===== src/rtl/skew_feeder.sv =====
// Skewed operand feeder: reads one 4x4 operand block over seven steps so that
// line i starts i cycles after line 0, then registers the result for the array edge.
module skew_feeder #(
   parameter int DATA_WIDTH = 8
) (
   input  logic                      clk,
   input  logic                      rst_n,
   input  logic                      start,
   input  logic                      stall,
   output logic [3:0]                read_enable,
   output logic [7:0]                read_elem,
   input  logic [4*DATA_WIDTH-1:0]   mem_data,
   output logic [4*DATA_WIDTH-1:0]   feed_data,
   output logic                      feed_valid,
   output logic                      busy,
   output logic                      done
);

   typedef enum logic {IDLE = 1'b0, RUN = 1'b1} state_t;

   localparam logic [2:0] LAST_STEP = 3'd6;

   state_t                    state_q, state_d;
   logic [2:0]                k_q, k_d;
   logic [4*DATA_WIDTH-1:0]   feed_data_q, feed_data_d;
   logic                      feed_valid_q, feed_valid_d;
   logic                      done_q, done_d;

   function automatic logic [4*DATA_WIDTH-1:0] mask_lanes(
      input logic [4*DATA_WIDTH-1:0] data,
      input logic [3:0]              en
   );
      logic [4*DATA_WIDTH-1:0] m;
      for (int i = 0; i < 4; i++) begin
         m[DATA_WIDTH*i +: DATA_WIDTH] = {DATA_WIDTH{en[i]}};
      end
      return data & m;
   endfunction

   // Line i is active for steps i..i+3 and reads element k-i during that window.
   always_comb begin
      read_enable = 4'b0000;
      read_elem   = 8'h00;
      for (int i = 0; i < 4; i++) begin
         if (state_q == RUN && int'(k_q) >= i && int'(k_q) <= i + 3) begin
            read_enable[i]     = 1'b1;
            read_elem[2*i +: 2] = 2'(int'(k_q) - i);
         end
      end
   end

   always_comb begin
      state_d      = state_q;
      k_d          = k_q;
      feed_data_d  = feed_data_q;
      feed_valid_d = 1'b0;
      done_d       = 1'b0;
      case (state_q)
         IDLE: begin
            if (start) begin
               state_d = RUN;
               k_d     = 3'd0;
            end
         end
         RUN: begin
            if (!stall) begin
               feed_data_d  = mask_lanes(mem_data, read_enable);
               feed_valid_d = 1'b1;
               if (k_q == LAST_STEP) begin
                  done_d  = 1'b1;
                  state_d = IDLE;
                  k_d     = 3'd0;
               end else begin
                  k_d = k_q + 3'd1;
               end
            end
         end
      endcase
   end

   always_ff @(posedge clk or negedge rst_n) begin
      if (!rst_n) begin
         state_q      <= IDLE;
         k_q          <= 3'd0;
         feed_data_q  <= '0;
         feed_valid_q <= 1'b0;
         done_q       <= 1'b0;
      end else begin
         state_q      <= state_d;
         k_q          <= k_d;
         feed_data_q  <= feed_data_d;
         feed_valid_q <= feed_valid_d;
         done_q       <= done_d;
      end
   end

   assign feed_data  = feed_data_q;
   assign feed_valid = feed_valid_q;
   assign done       = done_q;
   assign busy       = (state_q == RUN);

endmodule

===== config.mk =====
export PLATFORM = sky130hd
export DESIGN_NAME = skew_feeder
export DESIGN_NICKNAME = d
export VERILOG_FILES = /design/src/rtl/skew_feeder.sv
export SDC_FILE = /design/constraint.sdc
export NUM_CORES = 1
export LEC_CHECK = 0
export CORE_ASPECT_RATIO = 1.75
export CORE_MARGIN = 4
export CORE_UTILIZATION = 40
export DETAILED_ROUTE_END_ITERATION = 16
export PLACE_DENSITY = 0.76
export SLEW_MARGIN = 15
export SYNTH_ARGS = -nofsm -noshare
export SYNTH_HDL_FRONTEND = slang
export SYNTH_SLANG_ARGS = --single-unit

===== constraint.sdc =====
create_clock -name clk -period 4.38 [get_ports clk]
set_input_delay 1.314 -clock clk [delete_from_list [all_inputs] [get_ports clk]]
set_output_delay 1.314 -clock clk [all_outputs]
set_load 0.1 [all_outputs]

==> impl_metrics.yaml <==
status:
  status: "complete, no violations"
floorplan:
  num_rows: 30
  die-area_mm2: 0.00524
  start_util_pct: 41.7
  core-area_mm2: 0.00394
  chipHeight_um: 92.8
  io-pin-count: 83
  die_w_um: 56.5
clocking:
  worstSkewPairLatency_ns: 0.29
  cts_buffer_depth: 2
  cts_made_buffers: 5
  root_buffer: "clkbuf_8"
  cts_setup_buffers: 0
  cts.sinks: 38
  post_cts_resize_count: 0
  clk_pin_slew_ns: 0.07
  hold_buffers: 0
  cts_tree: "built"
  htreeDepth: 2
setup_path:
  critPathBufInv: 1
  reg2reg_depth: 5
  startpoint: "k_q[0]$_DFFE_PN0P_"
  critPathSlowestCell: "dfrtp_1"
  worstPathMaxFanout: 13
  crit_path_end: "read_elem[7]"
  cpLargestDelayFamily: "flip-flops"
  r2r_setup_slack_ns: 2.43
  timing.rr.start: "k_q[1]$_DFFE_PN0P_"
  startpoint_type: "flip-flop"
  path_cells: "ha_1, ha_1, a211oi_2, a31oi_1, and3_1, buf_4"
  worst-path-stages: 6
  critPathRequiredTime_ns: 3.07
  cpMostUsedCell: "ha_1"
  worst_ep_arrival_time_ns: 2.22
  cpPeakStageDelay_ns: 0.54
  crit_type: "flip-flop to output pin"
  reg2reg_to: "feed_data[25]$_DFFE_PN0P_"
  crit_path_end_kind: "output pin"
timing:
  fin_crit_ns: 3.53
  finalCritPeriodShare_pct: 80.6
  worstMarginPinSlew_ns: 1.01
  rsz0062_at_grt: "no"
  max_freq_mhz: 283
  hold_violations: 0
  setup_violations: 0
  slew_violations: 0
  timing.setup.tns_ns: 0
  skew_ns: 0.00890
  slew_headroom_pct: 32.6
layout:
  final_nets: 262
  area_growth_pct: 55.9
  fin_area_mm2: 0.00256
  layout-drive-gt1-share_pct: 10.8
  diodes: 0
yosys:
  netlist_area_mm2: 0.00165
  syn_avg_cell_area_um2: 11.5
  yosysTopAreaCellShare_pct: 57.8
  ys_seq_area_share_pct: 57.8
  synthCells: 143
  synth_area_leaders: "dfrtp_1 58%, a22o_1 13%, nand2_1 4.1%"
  yosys.area.top_type: "dfrtp_1"
  synth_seq_cells: 38
  synth_warnings: 0
  synth.distinct_cells: 30
  synth.net_count: 183
place:
  portBuffers: 82
  dp_hpwl_um: 3480
  gp_congestion: 0.771
  place_area_mm2: 0.00243
drt:
  ant_nets: 0
  dr_total_vias: 1394
  drc: 0
  via_per_inst: 5.14
  wl_per_cell_um: 17.1
  first_iter_violations: 22
  firstDrtPassIters: 2
  wl_um: 4630
global_routing:
  grt-ovfl-total: 0
  grt_pass1_wl_um: 7420
  grt_pass1_vias: 1483
  grt_max_degree: 39
  antenna_found_initial: 0
  track_usage_pct: 18.6
flow_run:
  maxCapViolCount: 0
worst_hold_path:
  hold_path.class: "flip-flop to flip-flop"
  worstHoldPathCells: 2
[per-stage QoR]
| step | hold WS (ns) | worst slack, ns | utilization (%) | instances |
|---|---|---|---|---|
| floorplan | 0.661 | 0.434 | - | 143 |
| global placement | 0.466 | 1.27 | 61.6 | 263 |
| detailed placement | 0.486 | 1.18 | 61.6 | 263 |
| CTS | 0.504 | 0.854 | 65.1 | 271 |
| global route | 0.528 | 0.738 | 65.1 | 271 |
| finish | 0.496 | 0.849 | 65.1 | 271 |
[worst reg2reg max path, stage by stage, from the launching register on]
cell and delay [ns]:
dfrtp_1 0.62, ha_1 0.26, ha_1 0.23, a211oi_2 0.08, a311oi_4 0.50, a22o_1 0.21
[routing by layer]
layer,global-route usage [%],up-vias,part of all wire [%]
met5,0,-,0
met1,19.9,681,36
met4,7.92,0,2.1
met2,33.3,44,57
li1,-,660,-
met3,5.02,9,5.2
[cells in the mapped netlist]
| library cell | number |
|---|---|
| dfrtp_1 | 38 |
| a22o_1 | 25 |
| nand2_1 | 18 |
| nor2_1 | 8 |
| o21ai_1 | 7 |
| buf_2 | 6 |
| inv_1 | 6 |
| and3_1 | 4 |
| ha_1 | 4 |
| nand3_1 | 3 |
| and2_1 | 2 |
| buf_4 | 2 |
| buf_6 | 2 |
| nand2b_1 | 2 |
| a211oi_1 | 1 |
| a211oi_2 | 1 |
| a21o_1 | 1 |
| a21oi_1 | 1 |
| a311oi_4 | 1 |
| a31oi_1 | 1 |
| a32o_1 | 1 |
| clkbuf_1 | 1 |
| nand3b_1 | 1 |
| o211a_1 | 1 |
| o21a_1 | 1 |
| o21ai_0 | 1 |
| or2_1 | 1 |
| or2b_1 | 1 |
| or3_1 | 1 |
| xor2_1 | 1 |
[layout make-up]
type	instances	area [um^2]
Clock buffer	5	68.8
Clock inverter	3	68.8
Fill cell	326	1380
Tap cell	48	60.1
Inverter	6	22.5
Timing Repair Buffer	83	793
Sequential cell	38	951
Multi-Input combinational cell	88	601
[worst min-delay path by stage]
stage / start / endpoint / slack, ns
after floorplan: k_q[2]$_DFFE_PN0P_ / k_q[2]$_DFFE_PN0P_ / 0.66
after global placement: feed_data[18]$_DFFE_PN0P_ / feed_data[18]$_DFFE_PN0P_ / 0.47
after detailed placement: feed_data[21]$_DFFE_PN0P_ / feed_data[21]$_DFFE_PN0P_ / 0.49
after CTS: feed_data[21]$_DFFE_PN0P_ / feed_data[21]$_DFFE_PN0P_ / 0.50
after global routing: feed_data[28]$_DFFE_PN0P_ / feed_data[28]$_DFFE_PN0P_ / 0.53
final: feed_data[22]$_DFFE_PN0P_ / feed_data[22]$_DFFE_PN0P_ / 0.50
[logic make-up after synthesis]
logic type | Yosys count | share of synthesized area (%)
flip-flops | 38 | 57.8
buffers and inverters | 17 | 5.70
AND/OR/NAND/NOR | 41 | 11.6
AO/OA/AOI/OAI | 42 | 21.4
adder cells (fa/ha/maj) | 4 | 3.04
XOR/XNOR | 1 | 0.532
[sequential cells by signal, summed over array words and instances, names as in the netlist]
signal / count
busy: 1
feed_data: 32
done: 1
feed_valid: 1
k_q: 3
[cell usage in the layout, fill, tap and decap left out, types with 2 or more instances in the layout]
cell / synthesis / layout
nand3_1: 3 / 3
a22o_1: 25 / 25
bufinv_16: 0 / 2
nand2_1: 18 / 18
clkbuf_8: 0 / 5
dfrtp_1: 38 / 38
ha_1: 4 / 4
inv_1: 6 / 6
o21ai_1: 7 / 7
buf_4: 2 / 13
clkdlybuf4s50_1: 0 / 69
nor2_1: 8 / 8
and2_1: 2 / 2
nand2b_1: 2 / 2
and3_1: 4 / 4
Power is left out: the tool's default activity adds up to more than one toggle a clock period on the data nets, which glitch-free logic cannot reach.
==> RTL change 1, RTL diff (same settings) <==
Change the parameter `DATA_WIDTH` from 8 to 6.
--- a/src/rtl/skew_feeder.sv
+++ b/src/rtl/skew_feeder.sv
@@ -2,5 +2,5 @@
 // line i starts i cycles after line 0, then registers the result for the array edge.
 module skew_feeder #(
-   parameter int DATA_WIDTH = 8
+   parameter int DATA_WIDTH = 6
 ) (
    input  logic                      clk,
Ports: changed (resized feed_data and mem_data); port bits go from 83 to 67. The function was not compared with the original's and may differ.
==> RTL change 1 against the original RTL <==
- routed wire length down 21%
- final area down 16%
- area after synthesis fell by 16%
- first-iteration DRC count shrank 45%
- sequential cell count fell by 8
- worst setup slack got worse by 0.050 ns
Power is not shown: default switching activity piles up to over one toggle a cycle in this logic, so the estimate is an artifact.
==> RTL change 1: results (changes against the original RTL) <==
FINAL_NON_FILLER_CELL_TOTAL=232  # -14%
YOSYS-TOP-CELLS-COUNT='dfrtp_1, a22o_1, nand2_1'
CLOCK_TREE.BUFFER_DEPTH=2  # unchanged
SEQ_AREA_FRAC_SYNTH=0.544  # -0.0340
DP.FINAL_HPWL_UM=2810  # -19%
POST_ROUTE_CELLS_DRIVE_ABOVE_1_SHARE=0.203  # +0.0956
IO_BUFFER_COUNT=66  # -20%
SLEW_AT_THE_PIN_WITH_THE_WORST_MAX_SLEW_SLACK_NS=0.999  # -0.00945 ns
CTS.CLK_SLEW.WORST_PATHS_NS=0.06
SYN_AVG_CELL_AREA_UM2=11.7  # +1.6%
FINAL.SETUP_SKEW_NS=0.00287  # -0.00603 ns
TRITONCTS_BUFFERS=5  # unchanged
WORSTSETUPSTARTPOINT='k_q[1]$_DFFE_PN0P_'
VIA_COUNT_OF_THE_FIRST_GLOBAL_ROUTING_PASS=1238  # -17%
NET_COUNT_OF_THE_MAPPED_NETLIST=150  # -18%
YS_ASYNC_SR_FRACTION=1.00  # unchanged
POST_DRT_VIA_CELL_RATIO=5.10  # -0.87%
LARGEST_REGISTER_FFS=24  # -25%
HTREE_NUM_LEVELS=2  # unchanged
YOSYSWARNINGS=0  # unchanged
DRT_FIRST_ITER_VIOLATIONS=12  # -45%
ANTENNA-DIODE-COUNT=0  # unchanged
DETAILED_ROUTING_ITERATIONS_PASS_1=4  # +2
STATUS='finished clean'
WORST-ENDPOINT-ARRIVAL_NS=2.27  # +0.05 ns
HOLD_START='feed_data[8]$_DFFE_PN0P_'
PATH_MAX_FANOUT=12  # -1
DRT.ANTENNA.VIOLATING_NETS=0  # unchanged
INSERTION_DELAY_NS=0.28
CTS-RESIZED-GATES=0  # unchanged
YOSYS_MOST_USED_DFF='dfrtp_1'
CLK_ROOT_BUFFER_CELL='clkbuf_8'
FINALWEIGHTEDCONGESTION=0.715  # -7.2%
YOSYS.CELL_TYPES.COUNT=30  # unchanged
PLACEDCELLCOUNT=224  # -15%
GRT_ANTENNA_BEFORE_REPAIR=0  # unchanged
GRT_FIRST_PASS_WIRELENGTH_UM=5950  # -20%
AVERAGE_DETAILED_ROUTED_WIRE_LENGTH_PER_INSTANCE_UM=15.8  # -7.3%
GRT_MAX_DEGREE=31  # -21%
CRIT-REG2REG-LAUNCH='k_q[0]$_DFFE_PN0P_'
NETLIST_TOP_CELLS_AREA='dfrtp_1, a22o_1, nand2_1'
GRT_USE_TOTAL=0.179  # -0.00681
POSTCTSSETUPBUFFERS=0  # unchanged
WORSTHOLDPATHTYPE='reg2reg'
==> RTL change 1: per-stage QoR <==
stage / util / instance area, um2 / hold slack, ns / worst slack, ns
finish: 0.640 / 2150 / 0.480 / 0.799
global route: 0.640 / 2150 / 0.516 / 0.661
CTS: 0.640 / 2150 / 0.484 / 0.792
detailed placement: 0.608 / 2040 / 0.469 / 1.11
global placement: 0.608 / 2040 / 0.463 / 1.19
floorplan: - / 1390 / 0.659 / 0.173
==> RTL change 1: cell families after synthesis <==
kind of cell	after synthesis	share of synthesized area
flip-flops	30	0.544
buffers and inverters	13	0.0517
adder cells (fa/ha/maj)	4	0.0363
AND/OR/NAND/NOR	33	0.115
AO/OA/AOI/OAI	38	0.253
==> RTL change 1: cell type report <==
cell class              count  area [um2]
repair buffers             68         646
fillers                   287        1210
multi-input cells          75         569
flip-flops and latches     30         751
clock inverters             3        40.0
well taps                  45        56.3
clock buffers               5        68.8
inverters                   6        22.5
==> RTL change 1: final timing paths <==
kind | endpoint | cells past startpoint | slack (ns)
max | read_elem[2] | 6 | 0.80
min | feed_data[8]$_DFFE_PN0P_ | 2 | 0.48
max reg2reg | feed_data[19]$_DFFE_PN0P_ | 5 | 2.47
min reg2reg | feed_data[8]$_DFFE_PN0P_ | 2 | 0.48
max in group asynchronous | k_q[0]$_DFFE_PN0P_ | 2 | 2.67
min in group asynchronous | busy$_DFF_PN0_ | 2 | 1.43
==> RTL change 1: metal layers <==
metal  track usage  up-vias  part of all wire
met5             0        -                 0
met4        0.0953        0             0.026
met3        0.0330        6             0.059
met2         0.304       54              0.54
met1         0.205      566              0.37
li1              -      557                 -
==> RTL change 1: critical path: stages (launching register included) <==
cell      delay (ns)
dfrtp_1         0.56
inv_1           0.16
ha_1            0.23
or4_4           0.50
o211ai_4        0.20
nor2_1          0.08
buf_4           0.25
==> RTL change 2, RTL diff (same flow settings) <==
Made on the original files. Take the reset off `feed_data_q` and load it in a clocked block of its own.
--- a/src/rtl/skew_feeder.sv
+++ b/src/rtl/skew_feeder.sv
@@ -83,5 +83,4 @@
          state_q      <= IDLE;
          k_q          <= 3'd0;
-         feed_data_q  <= '0;
          feed_valid_q <= 1'b0;
          done_q       <= 1'b0;
@@ -89,8 +88,11 @@
          state_q      <= state_d;
          k_q          <= k_d;
-         feed_data_q  <= feed_data_d;
          feed_valid_q <= feed_valid_d;
          done_q       <= done_d;
       end
+   end
+
+   always_ff @(posedge clk) begin
+      feed_data_q <= feed_data_d;
    end
 
Behaviour: differs if rst_n is asserted again (counterexample within 4 cycles, from zero or initial values and one cycle with rst_n low); with rst_n held inactive, the same outputs for 10 cycles.
==> RTL change 2 against the original RTL <==
- count of clock-buffer cells in the layout increased by 1
- via count shrank 10%
- worst setup slack got worse by 0.27 ns
- register-to-register slack got worse by 0.27 ns
- final area shrank 0.88%
- hold slack improved by 0.24 ns
- utilization is 0.57 points lower
- routed wire length down 11%
- critical path type unchanged
- area after synthesis is 0.68% higher
- sequential cell count unchanged
- sequential share of layout area up 6.6 points
Power is not shown: default switching activity piles up to over one toggle a cycle in this logic, so the estimate is an artifact.
==> RTL change 2: results (changes against the original RTL) <==
STATUS='finished clean'
TNS_NS=0  # unchanged
YOSYS_MOST_USED_DFF='edfxtp_1'
IO_BUFFER_COUNT=82  # unchanged
NETLIST_TOP_CELLS_AREA='edfxtp_1, and3_1, dfrtp_1'
VIA_COUNT_OF_THE_FIRST_GLOBAL_ROUTING_PASS=1282  # -14%
NETLIST_INSTANCES=121  # -15%
PRE_CTS_WS_NS=0.930  # -0.252 ns
CLOCK_TREE.BUFFER_DEPTH=2  # unchanged
DRT_FIRST_ITER_VIOLATIONS=50  # +130%
CRIT_SLOWEST_CELL='dfrtp_1'
SYNTH-EDFF-COUNT=32  # +32
YOSYS.CELL_TYPES.COUNT=26  # -13%
NFILLCELLS=310  # -4.9%
NET_COUNT_OF_THE_MAPPED_NETLIST=161  # -12%
YOSYS-TOP-CELLS-COUNT='edfxtp_1, and3_1, and2_4'
ROUTE.FINAL.WIRE_LENGTH_UM=4100  # -11%
SEQ_AREA_FRAC_SYNTH=0.671  # +0.0927
YS_ASYNC_SR_FRACTION=0.158  # -0.842
PLACEDCELLCOUNT=243  # -7.6%
GRT_MAX_DEGREE=39  # unchanged
DRV_CAP=0  # unchanged
INSERTION_DELAY_NS=0.28
GRT_USE_TOTAL=0.162  # -0.0234
FINAL.SETUP_SKEW_NS=0.00614  # -0.00276 ns
FINALWEIGHTEDCONGESTION=0.823  # +6.7%
LARGEST_REGISTER_FFS=32  # unchanged
GRT_FIRST_PASS_WIRELENGTH_UM=6490  # -13%
FINAL_NON_FILLER_CELL_TOTAL=251  # -7.4%
GRT_ANTENNA_BEFORE_REPAIR=0  # unchanged
FINAL_DESIGN_AREA_NO_FILL_MM2=0.00254  # -0.88%
POST_ROUTE_CELLS_DRIVE_ABOVE_1_SHARE=0.148  # +0.0402
SLEW_AT_THE_PIN_WITH_THE_WORST_MAX_SLEW_SLACK_NS=1.00  # -0.00369 ns
TRITONCTS_BUFFERS=5  # unchanged
DP.FINAL_HPWL_UM=3200  # -8.0%
WORST-ENDPOINT-ARRIVAL_NS=2.49  # +0.27 ns
DRC=0  # unchanged
WORSTHOLDPATHTYPE='reg2reg'
POST_DRT_VIA_CELL_RATIO=4.97  # -3.3%
CRITICAL-PATH-TOP-DELAY-FAMILY='compound AO/OA/AOI/OAI gates'
DETAILED_ROUTING_ITERATIONS_PASS_1=4  # +2
PATH_MAX_FANOUT=12  # -1
[RTL change 2: area by class of cell]
class,count,area share
tap,48,0.0236
timing repair buffer,83,0.313
sequential,38,0.437
clock inverter,2,0.00344
multi-input combinational,70,0.188
clock buffer,6,0.0285
inverter,4,0.00591
[RTL change 2: cell families (layout without fill, tap and decap cells)]
family	count (synthesis)	count (layout)	synth area share
buf+inv	13	95	0.0400
simple gates	55	55	0.206
flops	38	38	0.671
compound gates	10	10	0.0476
xor+xnor	1	1	0.00529
fa+ha+maj	4	4	0.0302
[RTL change 2: per-layer routing]
metal  GRT usage  share of wire  up-vias
met2       0.302           0.57       63
met5           0              0        -
met1       0.164           0.34      580
li1            -              -      597
met3      0.0414          0.075        8
met4      0.0733          0.019        0
[RTL change 2: worst reg2reg max path: stages, from the launching register on]
cell,delay (ns)
dfrtp_1,0.91
nand2b_1,0.21
inv_1,0.37
buf_4,0.39
[RTL change 2: worst paths after layout]
path	endpoint	cells after the start	slack (ns)	startpoint
min in group asynchronous	done$_DFF_PN0_	1	1.28	rst_n
setup reg to reg	feed_data[21]$_DFFE_PP_	3	2.16	busy$_DFF_PN0_
setup / recovery	read_elem[7]	6	0.58	k_q[0]$_DFFE_PN0P_
hold / removal	k_q[0]$_DFFE_PN0P_	2	0.73	k_q[0]$_DFFE_PN0P_
max in group asynchronous	k_q[1]$_DFFE_PN0P_	1	2.88	rst_n
hold reg to reg	k_q[0]$_DFFE_PN0P_	2	0.73	k_q[0]$_DFFE_PN0P_
